--- src/rtl/debounce_pkg.sv ---
// debounce_pkg: shared default constants and counter-width helper for the debouncer.
package debounce_pkg;
  localparam int unsigned DB_PRESCALE_DEF     = 1000;
  localparam int unsigned DB_STABLE_TICKS_DEF = 20;
  localparam int unsigned DB_HOLD_TICKS_DEF   = 2000;

  function automatic int unsigned db_cnt_w(input int unsigned n);
    return $clog2(n + 1);
  endfunction
endpackage

--- src/rtl/debounce_channel.sv ---
// debounce_channel: one-channel synchroniser, stability counter, edge pulses and optional long-press detect.
// Long-press detection is built only when HOLD_DETECT_EN is defined.
module debounce_channel
  import debounce_pkg::*;
#(
  parameter int unsigned STABLE_TICKS = DB_STABLE_TICKS_DEF,
  parameter int unsigned HOLD_TICKS   = DB_HOLD_TICKS_DEF,
  parameter logic        RESET_BIT    = 1'b0
) (
  input  logic clk,
  input  logic sys_reset_n,
  input  logic tick,
  input  logic noisy,
  output logic clean,
  output logic rise,
  output logic fall,
  output logic hold
);
  localparam int unsigned CW = db_cnt_w(STABLE_TICKS);
  localparam logic [CW-1:0] CNT_LAST = CW'(STABLE_TICKS - 1);

  if (STABLE_TICKS < 1 || HOLD_TICKS < 1) begin : g_bad_cfg
    $error("debounce_channel: STABLE_TICKS and HOLD_TICKS must be >= 1");
  end

  logic [1:0] sync_q, sync_d;
  logic [CW-1:0] cnt_q, cnt_d;
  logic clean_q, clean_d, rise_q, rise_d, fall_q, fall_d, flip;

  always_comb begin
    sync_d  = {sync_q[0], noisy};
    flip    = tick && (sync_q[1] != clean_q) && (cnt_q == CNT_LAST);
    cnt_d   = (sync_q[1] == clean_q || flip) ? '0 : tick ? cnt_q + 1'b1 : cnt_q;
    clean_d = flip ? sync_q[1] : clean_q;
    rise_d  = flip && sync_q[1];
    fall_d  = flip && !sync_q[1];
  end

  always_ff @(posedge clk) begin
    if (!sys_reset_n) begin
      sync_q  <= {2{RESET_BIT}};
      clean_q <= RESET_BIT;
      cnt_q   <= '0;
      rise_q  <= 1'b0;
      fall_q  <= 1'b0;
    end else begin
      sync_q  <= sync_d;
      clean_q <= clean_d;
      cnt_q   <= cnt_d;
      rise_q  <= rise_d;
      fall_q  <= fall_d;
    end
  end

  assign clean = clean_q;
  assign rise  = rise_q;
  assign fall  = fall_q;

`ifdef HOLD_DETECT_EN
  localparam int unsigned HW = db_cnt_w(HOLD_TICKS);
  localparam logic [HW-1:0] HOLD_MAX = HW'(HOLD_TICKS);

  logic [HW-1:0] hcnt_q, hcnt_d;
  logic hold_q, hold_d;

  // Saturating at HOLD_MAX keeps a single pulse per press.
  always_comb begin
    hcnt_d = (clean_q == RESET_BIT) ? '0 : (tick && hcnt_q != HOLD_MAX) ? hcnt_q + 1'b1 : hcnt_q;
    hold_d = tick && (clean_q != RESET_BIT) && (hcnt_q == HOLD_MAX - 1'b1);
  end

  always_ff @(posedge clk) begin
    if (!sys_reset_n) begin
      hcnt_q <= '0;
      hold_q <= 1'b0;
    end else begin
      hcnt_q <= hcnt_d;
      hold_q <= hold_d;
    end
  end

  assign hold = hold_q;
`else
  assign hold = 1'b0;
`endif
endmodule

--- src/rtl/multi_debouncer.sv ---
// multi_debouncer: N-channel push-button debouncer with a shared prescaled tick.
// Define HOLD_DETECT_EN to enable per-channel long-press pulses on hold_out.
module multi_debouncer
  import debounce_pkg::*;
#(
  parameter int unsigned    N_CH         = 3,
  parameter int unsigned    PRESCALE     = DB_PRESCALE_DEF,
  parameter int unsigned    STABLE_TICKS = DB_STABLE_TICKS_DEF,
  parameter logic [N_CH-1:0] RESET_LEVEL = '0,
  parameter int unsigned    HOLD_TICKS   = DB_HOLD_TICKS_DEF
) (
  input  logic            clk,
  input  logic            sys_reset_n,
  input  logic [N_CH-1:0] noisy_in,
  output logic [N_CH-1:0] clean_out,
  output logic [N_CH-1:0] rise_out,
  output logic [N_CH-1:0] fall_out,
  output logic [N_CH-1:0] hold_out
);
  localparam int unsigned PW = db_cnt_w(PRESCALE);
  localparam logic [PW-1:0] PRE_LAST = PW'(PRESCALE - 1);

  if (N_CH < 1 || PRESCALE < 1) begin : g_bad_cfg
    $error("multi_debouncer: N_CH and PRESCALE must be >= 1");
  end

  logic [PW-1:0] pre_q, pre_d;
  logic tick;

  always_comb begin
    tick  = (pre_q == PRE_LAST);
    pre_d = tick ? '0 : pre_q + 1'b1;
  end

  always_ff @(posedge clk) begin
    if (!sys_reset_n) pre_q <= '0;
    else pre_q <= pre_d;
  end

  for (genvar i = 0; i < N_CH; i++) begin : g_ch
    debounce_channel #(
      .STABLE_TICKS(STABLE_TICKS),
      .HOLD_TICKS  (HOLD_TICKS),
      .RESET_BIT   (RESET_LEVEL[i])
    ) u_ch (
      .clk        (clk),
      .sys_reset_n(sys_reset_n),
      .tick       (tick),
      .noisy      (noisy_in[i]),
      .clean      (clean_out[i]),
      .rise       (rise_out[i]),
      .fall       (fall_out[i]),
      .hold       (hold_out[i])
    );
  end
endmodule

--- config.mk ---
export PLATFORM = sky130hd
export DESIGN_NAME = multi_debouncer
export DESIGN_NICKNAME = d
export VERILOG_FILES = /design/src/rtl/debounce_pkg.sv /design/src/rtl/debounce_channel.sv /design/src/rtl/multi_debouncer.sv
export SDC_FILE = /design/constraint.sdc
export NUM_CORES = 1
export LEC_CHECK = 0
export CORE_MARGIN = 2
export CORE_UTILIZATION = 55
export DETAILED_ROUTE_END_ITERATION = 16
export PLACE_DENSITY_LB_ADDON = 0.3
export SYNTH_ARGS = -nofsm -noshare
export SYNTH_HDL_FRONTEND = slang
export SYNTH_SLANG_ARGS = --single-unit
--- constraint.sdc ---
create_clock -name clk -period 1.8 [get_ports clk]
set_input_delay 0.45 -clock clk [delete_from_list [all_inputs] [get_ports clk]]
set_output_delay 0.45 -clock clk [all_outputs]
set_load 0.02 [all_outputs]
## Word level (Yosys, flattened, before mapping)

Cells that the tools add are included.

| operators by class | value |
|---|---|
| $lt $le $gt $ge | 0 |
| mux-type cells | 0 |
| shift-type cells | 0 |
| reduce and logical (&&, ||, !) cells | 22 |
| equal/unequal tests | 10 |
| bitwise operators | 1 |
| divide/modulo/power cells | 0 |
| add/sub/neg operators | 4 |
| $mul | 0 |

Operators by type and width:

| kind | number |
|---|---|
| adder 5 x 1 -> 5 bit (second input constant) | 3 |
| equality test 5 bit (second input constant) | 3 |
| logical AND 1 bit | 12 |
| adder 10 x 1 -> 10 bit (second input constant) | 1 |
| equality test 10 bit (second input constant) | 1 |
| OR reduction 2 bit | 4 |
| equality test 1 bit | 3 |
| logical NOT 1 bit | 3 |
| logical OR 1 bit | 3 |
| != test 1 bit | 3 |
| NOT 1 bit | 1 |

| word-level totals | value |
|---|---|
| memories kept | 0 |
| register bits | 40 |
| latch bits | 0 |
| output and inout bits | 12 |
| word-level logic and storage cells | 53 |
| memory bits (writable) | 0 |
| bits of input ports | 5 |
| ROM bits | 0 |

## Longest topological paths before layout

| logic depth | value |
|---|---|
| depth after elaboration | 5 |
| depth in mapped cells | 7 |
| depth with buffers taken out | 5 |

## Cells and area by module

Synthesis repeated with hierarchy kept, for this count alone.

| second synthesis, totals | value |
|---|---|
| cells, all modules | 174 |
| area total of the unflattened synthesis | 1731.7 µm² |

By module, submodules not included:

| module | seq. area each (µm²) | area each (µm²) | instances | cells an instance |
|---|---|---|---|---|
| debounce_channel | 200.2 | 417.9 | 3 | 40 |
| multi_debouncer | 200.2 | 478.0 | 1 | 54 |

## Least setup slack after synthesis

OpenSTA, ideal clock, no wires.

| timing path | value |
|---|---|
| kind | flip-flop to flip-flop |
| from | reg pre_q[0] |
| to | reg g_ch[2].u_ch.clean_q |
| data arrival time | 1.470 ns |
| stages on the path, launching flop included | 7 |
| period minus slack after synthesis | 1.540 ns |
| setup slack | 0.260 ns |
| required time | 1.730 ns |
| cell sequence | dfxtp_1 ha_1 and3_4 nand4_4 buf_6 or3_1 a21boi_1 |

| between the ends | value |
|---|---|
| word-level cells in the longest chain between the ends | 3 |

Ends and longest elaborated chain:

| element | line | source |
|---|---|---|
| start, declared | multi_debouncer.sv:27 | `logic [PW-1:0] pre_q, pre_d;` |
| start signal, assigned | multi_debouncer.sv:37 | `else pre_q <= pre_d;` |
| equality test 10 bit | multi_debouncer.sv:31 | `tick = (pre_q == PRE_LAST);` |
| logical AND 1 bit (2 in series) | debounce_channel.sv:32 | `flip = tick && (sync_q[1] != clean_q) && (cnt_q == CNT_LAST);` |
| end signal, assigned | debounce_channel.sv:48 | `clean_q <= clean_d;` |
| end, declared | debounce_channel.sv:28 | `logic clean_q, clean_d, rise_q, rise_d, fall_q, fall_d, flip;` |

Every way passes these cells.
A chain may end at the register's enable or synchronous reset.

## Final worst setup path

| timing path | value |
|---|---|
| from | reg g_ch[1].u_ch.rise_q |
| to | out rise_out[1] |

RTL lines:

| element | line | source |
|---|---|---|
| start, declared | debounce_channel.sv:28 |  |
| start signal, assigned | debounce_channel.sv:50 | `rise_q <= rise_d;` |
| end, declared | multi_debouncer.sv:16 | `output logic [N_CH-1:0] rise_out,` |

No word-level cell between the ends.

==> impl_results.md <==
- Top cells by instance count after synthesis: dfxtp_1, nand3_1, a21oi_1, nand2_1, buf_4
- Synth Area per Inst: between 9 and 10 um^2
- Antenna violations before repair: 0
- Post-synth EDFFs: 0
- Final setup fails: 0
- FF+latch count, synth: 40
- Slew Limit Fails: 0
- Endpoint class of the critical path: primary output
- Num CTS Buffers: 5
- Yosys warning count: 0
- Max Freq: 584.0 MHz
- Clock transition at path regs: approximately 110 ps
- Post-synthesis instance total: 194
- Register area: 800.8 um^2
- First-pass DRT Iterations: 4
- Slowest cell on crit path: clkdlybuf4s50_1
- Leading cell types by total area after synthesis: dfxtp_1, nand3_1, buf_4
- Mapped cell area: 1779 um^2
- Global Route Usage Sum: between 20% and 30%
- Worst EP arrival: between 1000 and 1500 ps
- Status: completed
- Post-DP HPWL: 2413 um
- Via/cell ratio: 5.750
- Die Y: between 60 and 70 um
- Post-synth top area cell: dfxtp_1
- WHS: around 450 ps
- Total power: 1432 uW
- Clk Latency, worst-skew pair: 340 ps
- Area grow syn2layout: 11.67%
- Final Instance Area: between 1500 and 2000 um^2
- Most common flop cell mapped by yosys: dfxtp_1
- Post-place setup slack: -35.04 ps
- CTS tree: yes
- Ys async rst share: 0%
- DRC errors left: 0
- Routability Congestion: 0.7760
- Largest net degree at the start of global routing: 23
- CTS H-tree lvls: 2
- Worst Path Required: 1350 ps
- Critical path type: register to primary output
- Multi-input gate area: 862.1 um^2
- Cell Rows: 20
- Global-route wire length before repair: 5789 um
- Port Buffers: 13
- Final hold vios: 0
- Pwr per Cell Area: 720.9 nW/um^2
- Hold Path Class: register to register
- Initial Util: about 60%
- Util after Layout: 65.08%
- FF-to-FF Start: pre_q[0]$_SDFF_PP0_
- Largest fanout on the critical path: 1
- Area after DPL: 1916 um^2
- Static leakage: 0.0006939 uW
- Share of the synthesized area in the top cell type: 45.01%
- Crit share post-route: 95.13%
- Worst setup startpoint: g_ch[1].u_ch.rise$_SDFF_PN0_
- Critical path, cell by cell: clkdlybuf4s50_1
- Nets: 216
- Layout cells sized above 1: 12.02%
- # clock sinks: 40
- DRT iter0 DRCs: 66
- # fillers: 272
- WP buf/inv: 1
- DRT antenna net count: 0
- Top-count cell post-synth: dfxtp_1
- Setup Buffers After CTS: 0
- Hold path start: g_ch[2].u_ch.sync_q[0]$_SDFF_PN0_
- Detailed Route WL: 3498 um
- Min cycle time layout: 1712 ps
- Slowest Stage Delay on Critical Path: 600 ps
- CP top delay family: buffers and inverters
- CP startpoint kind: register
- Via count: 1449
- Final Skew: 9.103 ps
- Avg WL per Cell: approximately 14 um
- Max-cap violations: 0
- N_diodes: 0
- Unrepaired setup endpoints after global routing: false
- Vias in the first global route: 1383
- Clk buf depth: 2
- I/O pin count: 17
- Die ar.: 3706 um^2
- Final worst slack: 87.63 ps
- Total gr overflow: 0
- Die width: 60.88 um
- CORE AREA: 3053 um^2
- Worst VDD drop: 0.0004524 V
- Seq/Total Area, Yosys: 45.01%
- Clk root buf: clkbuf_4
- Synth unique cells: 36
## per-layer routing
layer  GRT usage (%)  vias to the layer above  wire length [um]
met4           10.87                        0                69
met2           35.64                       44              1750
met3           4.478                       11               185
li1                -                      710                 -
met1           25.17                      684              1493
met5               0                        -                 0
## layout make-up
| class | instances | area share, % |
|---|---|---|
| flip-flops and latches | 40 | 40.30 |
| inverters | 3 | 0.5667 |
| multi-input cells | 136 | 43.39 |
| repair buffers | 21 | 10.01 |
| well taps | 44 | 2.771 |
| clock buffers | 8 | 2.960 |
## through the flow
step | setup TNS [ps] | std cells
detailed placement | -50.74 | 243
CTS | 0 | 251
floorplan | 0 | 196
finish | 0 | 252
global placement | 0 | 243
global route | 0 | 252
## sequential cells by signal (all words and copies together) (netlist names)
name and count:
g_ch.u_ch.cnt_q 15, pre_q 10, g_ch.u_ch.sync_q 6, g_ch.u_ch.clean 3
g_ch.u_ch.fall 3, g_ch.u_ch.rise 3
## report_power, final
group | switching, uW | internal, uW
clock | 272 | 193
sequential | 11.3 | 899
combinational | 30.6 | 27.0
total | 314 | 1120
## cells by family (layout without fill, tap and decap cells)
kind of cell    count (synthesis)  in the layout  share of synthesized area (%)
simple gates                   82             83                          26.72
flops                          40             40                          45.01
compound gates                 38             38                          12.59
buf+inv                        21             32                          7.876
xor+xnor                        8              8                          4.782
fa+ha+maj                       4              4                          2.813
other cells                     1              3                         0.2108
## worst register-to-register path, stage by stage, from the launching register on
cell and delay [ps]:
dfxtp_1 360, ha_1 180, and3_4 230, nand4_4 200
or4_1 560, o21ai_0 100
## path summary, 6_finish.rpt
check | cells past startpoint | slack (ps) | endpoint
max | 1 | 90 | rise_out[1]
min | 1 | 450 | g_ch[2].u_ch.sync_q[1]$_SDFF_PN0_
max reg2reg | 5 | 100 | g_ch[0].u_ch.cnt_q[4]$_SDFFE_PP0P_
min reg2reg | 1 | 450 | g_ch[2].u_ch.sync_q[1]$_SDFF_PN0_
## cell usage in the layout, fill, tap and decap left out, types with 3 or more instances in the layout
cell type / synthesis / routed
a21boi_0: 3 / 3
a21oi_1: 15 / 15
a311oi_1: 3 / 3
a31oi_1: 3 / 3
and2_1: 8 / 8
buf_4: 12 / 7
clkbuf_4: 0 / 5
clkdlybuf4s50_1: 0 / 10
conb_1: 1 / 3
dfxtp_1: 40 / 40
dlygate4sd2_1: 0 / 3
ha_1: 4 / 4
inv_1: 3 / 3
nand2_1: 15 / 15
nand3_1: 19 / 19
nand3b_1: 3 / 3
nand4_2: 3 / 4
nor2_1: 8 / 7
nor3_1: 8 / 8
o21ai_0: 10 / 10
or3_1: 4 / 4
or4_1: 6 / 6
xor2_1: 4 / 4
## repair_timing
action,CTS,global route
hold buffers,0,0
endpoints found under the hold margin,0,0
cloned,0,1
resized for setup,3,2
endpoints found under the setup margin,3,6
pin swaps,0,1
(Power assumes the default switching activity.)
